==> src/rtl/rgbw_fade_ramp.sv <==
// RGBW fade ramp: moves four registered PWM duties toward latched targets
// in bounded steps, one step every (divider+1) clocks while any channel differs.
module rgbw_fade_ramp #(
  parameter int unsigned DIV_W = 16
) (
  input  logic             clk,
  input  logic             reset,
  input  logic [7:0]       tgt0,
  input  logic [7:0]       tgt1,
  input  logic [7:0]       tgt2,
  input  logic [7:0]       tgt3,
  input  logic             load,
  input  logic [DIV_W-1:0] step_div,
  input  logic [7:0]       step_size,
  output logic [7:0]       duty0,
  output logic [7:0]       duty1,
  output logic [7:0]       duty2,
  output logic [7:0]       duty3,
  output logic             busy,
  output logic             done
);

  localparam int unsigned NCH = 4;
  localparam int unsigned DW  = 8;

  logic [DW-1:0]    duty_q  [NCH];
  logic [DW-1:0]    tgt_q   [NCH];
  logic [DW-1:0]    tgt_in  [NCH];
  logic [DW-1:0]    stepped [NCH];
  logic [DW-1:0]    gap;
  logic [DIV_W-1:0] div_q;
  logic [DIV_W-1:0] presc_q;
  logic [DW-1:0]    step_q;
  logic             fin_q;
  logic             moving;
  logic             step_evt;
  logic             reach_all;
  logic             load_eq;

  assign tgt_in[0] = tgt0;
  assign tgt_in[1] = tgt1;
  assign tgt_in[2] = tgt2;
  assign tgt_in[3] = tgt3;

  assign duty0 = duty_q[0];
  assign duty1 = duty_q[1];
  assign duty2 = duty_q[2];
  assign duty3 = duty_q[3];

  // Next duty per channel if a step fires now; the step is clipped to the remaining gap.
  always_comb begin
    moving    = 1'b0;
    reach_all = 1'b1;
    load_eq   = 1'b1;
    gap       = '0;
    for (int i = 0; i < NCH; i++) begin
      stepped[i] = duty_q[i];
      gap        = '0;
      if (duty_q[i] != tgt_q[i]) moving = 1'b1;
      if (tgt_in[i] != duty_q[i]) load_eq = 1'b0;
      if (tgt_q[i] > duty_q[i]) begin
        gap        = tgt_q[i] - duty_q[i];
        stepped[i] = duty_q[i] + ((step_q < gap) ? step_q : gap);
      end else if (tgt_q[i] < duty_q[i]) begin
        gap        = duty_q[i] - tgt_q[i];
        stepped[i] = duty_q[i] - ((step_q < gap) ? step_q : gap);
      end
      if (stepped[i] != tgt_q[i]) reach_all = 1'b0;
    end
    step_evt = moving && (presc_q == div_q);
  end

  // fin_q marks the edge a fade completed (or an already-satisfied load); done follows one clock later.
  always_ff @(posedge clk) begin
    if (reset) begin
      for (int i = 0; i < NCH; i++) begin
        duty_q[i] <= '0;
        tgt_q[i]  <= '0;
      end
      div_q   <= '0;
      step_q  <= DW'(1);
      presc_q <= '0;
      busy    <= 1'b0;
      done    <= 1'b0;
      fin_q   <= 1'b0;
    end else begin
      done  <= fin_q;
      fin_q <= 1'b0;
      if (load) begin
        for (int i = 0; i < NCH; i++) tgt_q[i] <= tgt_in[i];
        div_q   <= step_div;
        step_q  <= (step_size == '0) ? DW'(1) : step_size;
        presc_q <= '0;
        fin_q   <= load_eq;
      end else if (moving) begin
        if (step_evt) begin
          for (int i = 0; i < NCH; i++) duty_q[i] <= stepped[i];
          presc_q <= '0;
          fin_q   <= reach_all;
          busy    <= ~reach_all;
        end else begin
          presc_q <= presc_q + DIV_W'(1);
          busy    <= 1'b1;
        end
      end else begin
        presc_q <= '0;
        busy    <= 1'b0;
      end
    end
  end

endmodule

==> config.mk <==
export PLATFORM = sky130hd
export DESIGN_NAME = rgbw_fade_ramp
export DESIGN_NICKNAME = d
export VERILOG_FILES = /design/src/rtl/rgbw_fade_ramp.sv
export SDC_FILE = /design/constraint.sdc
export NUM_CORES = 1
export LEC_CHECK = 0
export CAP_MARGIN = 20
export CORE_AREA = 4 4 159 161
export DETAILED_ROUTE_END_ITERATION = 12
export DIE_AREA = 0 0 163 165
export GPL_TIMING_DRIVEN = 0
export PLACE_DENSITY = 0.81
export SYNTH_ARGS = -nofsm -noshare
export SYNTH_HDL_FRONTEND = slang
export SYNTH_SLANG_ARGS = --single-unit
==> constraint.sdc <==
create_clock -name clk -period 16.1 [get_ports clk]
set_input_delay 1.61 -clock clk [delete_from_list [all_inputs] [get_ports clk]]
set_output_delay 1.61 -clock clk [all_outputs]
set_load 0.03 [all_outputs]
==> reports/summary.txt <==
R2R depth -> 26
CTS buffer count -> 9
syn_area_per_cell -> 8.59 um^2
Max FO, Critical Path -> 10
global-route wire length before repair -> 62700 um
WP data arrival -> 8130 ps
slowest cell on the critical path -> edfxtp_1
GP Congestion -> 1.00
Final ANT Viol Nets -> 0
worst hold path type -> reg2reg
met3 wire length -> 3890 um
placed cell count -> 1919
Ant. Diodes -> 0
post-synth top area cell -> ha_1
initial antenna violation count -> 0
initial drt markers -> 1193
Hold Startpoint -> fin_q
P per Cell Area -> 91.9 mW/mm^2
DP HPWL -> 32200 um
sw power -> 0.000582 W
total clock sinks -> 107
share of the synthesized area in the top cell type -> 17.0%
top layer used by detailed routing -> met4
post-synthesis sequential area ratio -> 21.5%
Worst EP required -> 16350 ps
clock skew -> 12.2 ps
IO Port Bufs -> 90
Min Hold Slack -> 489 ps
Met2 Wirelength -> 18600 um
max-cap violations -> 0
DR WL/cell -> 21.1 um
met1 wire length -> 16300 um
CTS tree -> built
CTS clk-pin slew, worst paths -> 80 ps
YS warnings -> 0
Multi-input gate area -> 0.00949 mm^2
height of the die -> 165 um
ys flop type -> edfxtp_1
IO Pins -> 93
Setup Buffers After CTS -> 0
CP peak stage delay -> 640 ps
clock power share -> 16.6%
crit start category -> flip-flop
r2r setup slk -> 8220 ps
via/cell ratio -> 6.18
register area -> 0.00278 mm^2
final worst path period need -> 7880 ps
VDD IR max -> 0.0621 mV
Final Instance Area -> 0.0146 mm^2
Synth Instances -> 1504
Post-Syn Area -> 0.0129 mm^2
post-synthesis async set-or-reset flop share -> 0%
Place WS -> 8400 ps
H-Tree Depth -> 3
number of enable flip-flop cells after synthesis -> 64
Hold Crit Depth -> 1
Layout Nets -> 1856
share of cells above drive strength 1 -> 5.90%
fmax -> 127 MHz
Layout fillers -> 2110
DRT Wirelength -> 40900 um
Slew Limit Headroom -> 27.8%
cell mode on critical path -> ha_1
Setup WS post-layout -> 8220 ps
# DRC -> 0
Sum Neg Setup Slack -> 0 ps
Die ar. -> 0.0269 mm^2
initial core utilization -> 53.9%
GRT Util Overall -> 29.8%
Syn-to-layout area delta -> 12.7%
leakage power total -> 6.09 nW
DIE WIDTH -> 163 um
Worst R2R End -> busy
CTS Hold Bufs -> 0
Rows -> 57
part of the cycle the worst path needs -> 49.0%
Critical Path End Type -> flip-flop
DP Area -> 0.0143 mm^2
RSZ-0062 raised after global routing -> no
Post-Synthesis Net Count -> 1754
Crit Reg-Reg Startpoint -> duty_q[0][1]
status -> complete, no violations
FF+latch count, synth -> 107
worst skew pair latency -> 360 ps
switching share of total power -> 43.5%
CTS max path bufs -> 2
Comb pwr share -> 58.1%
Synth area leaders -> ha_1 (17%), edfxtp_1 (15%), xnor2_1 (7.3%)
pin count of the biggest net entering global routing -> 36
core area -> 0.0240 mm^2
Post-Layout Cell Count -> 1935
CP startpoint -> duty_q[0][1]
Hold Path Sink -> done
Final Hold Viols -> 0
root buf cell -> clkbuf_16
vias in the first global route -> 11600
grt ovf -> 0
Worst Tran Pin Value -> 1080 ps
sequential share of power -> 25.3%
setup violators final -> 0
TritonRoute pass-1 iters -> 5
Max Slew Vio Count -> 0
post_cts resized -> 0
P_int -> 0.000755 W
Setup CP Type -> reg2reg
Synth cell types -> 84
vias post-DR -> 12000
## power by group through the flow
stage | sequential (W) | clock (W) | combinational (W)
after floorplan | 0.000338 | 0 | 0.000565
after global placement | 0.000343 | 0 | 0.000732
after detailed placement | 0.000342 | 0 | 0.000756
after CTS | 0.000336 | 0.000222 | 0.000763
after global routing | 0.000339 | 0.000232 | 0.000851
final | 0.000338 | 0.000222 | 0.000777
## layout by cell type, fill, tap and decap left out, types with 6 or more instances in the layout
master	instances
a2111oi_0	6
a21o_1	29
o211ai_1	17
nor4_1	8
xor2_1	54
clkbuf_1	18
dfxtp_1	43
xnor2_1	108
mux2i_1	57
nor2b_1	30
a21oi_1	100
clkbuf_16	10
o21a_1	25
ha_1	175
o21bai_1	9
nand2_1	76
clkdlybuf4s50_1	90
buf_4	6
fa_1	16
nor3_1	35
buf_2	17
o22ai_1	9
nand4_1	22
nand3_1	22
mux2_2	20
or2_2	13
o21ai_0	67
nor2_1	135
and2_1	34
edfxtp_1	64
nor3b_1	6
a211oi_1	23
nand2b_1	21
inv_1	112
and3_1	16
## worst max path at each step
stage,slack [ps],depth (start not counted),to
finish,8220,26,busy
global route,7880,26,fin_q
CTS,8340,26,busy
detailed placement,8400,26,busy
global placement,8570,26,fin_q
floorplan,9450,26,busy
## metrics by stage
step           total power, W  util, %
6_report              0.00134     60.7
5_1_grt               0.00142     60.7
4_1_cts               0.00132     60.7
3_5_place_dp          0.00110     59.5
3_3_place_gp          0.00107     59.4
2_1_floorplan        0.000902        -
## logic make-up after synthesis
group	Yosys count	synth area share (%)
compound gates	359	18.5
xor+xnor	164	11.3
fa+ha+maj	191	19.4
buf+inv	159	5.10
flops	107	21.5
mux	79	6.42
simple gates	445	17.6
## state kept, by name, indices dropped and copies added, names as in the netlist
name	count
tgt_q	32
fin_q	1
busy	1
done	1
div_q	16
duty_q	32
step_q	8
presc_q	16
## cells in the mapped netlist (8+ instances only)
cell	count
o21ai_0	68
nand3_1	22
nand4_1	22
mux2i_1	57
edfxtp_1	64
buf_2	17
nand2b_1	21
mux2_2	20
nor4_1	8
a211oi_1	23
xor2_1	54
nand2_1	76
and3_1	16
nor3_1	35
clkbuf_1	18
nor2b_1	30
o21bai_1	9
inv_1	112
o211ai_1	17
o21a_1	25
a21o_1	29
dfxtp_1	43
o22ai_1	9
xnor2_1	108
a21oi_1	100
nor2_1	135
and2_1	34
ha_1	175
fa_1	16
or2_2	13
## layer usage
metal	track usage, %	up-vias
met5	0	-
met4	14.6	0
met3	5.09	104
met2	49.2	603
met1	37.9	5658
li1	-	5596
## area by class of cell
cell class,count,area share [%]
Buffer,47,1.63
Clock buffer,11,1.77
Clock inverter,5,0.232
Inverter,112,2.89
Multi-Input combinational cell,1238,65.2
Sequential cell,107,19.1
Tap cell,324,2.79
Timing Repair Buffer,91,6.38
## critical path, delay by kind of cell (launching register included)
family | cells | cell delay [ps]
and+or+nand+nor | 9 | 2220
adders and majority gates | 4 | 1210
DFF | 1 | 640
xor gates and xnor gates | 2 | 460
buffers and inverters | 2 | 610
AOI/OAI and AO/OA | 9 | 2630
No activity file was read; power rests on OpenSTA's default activity.
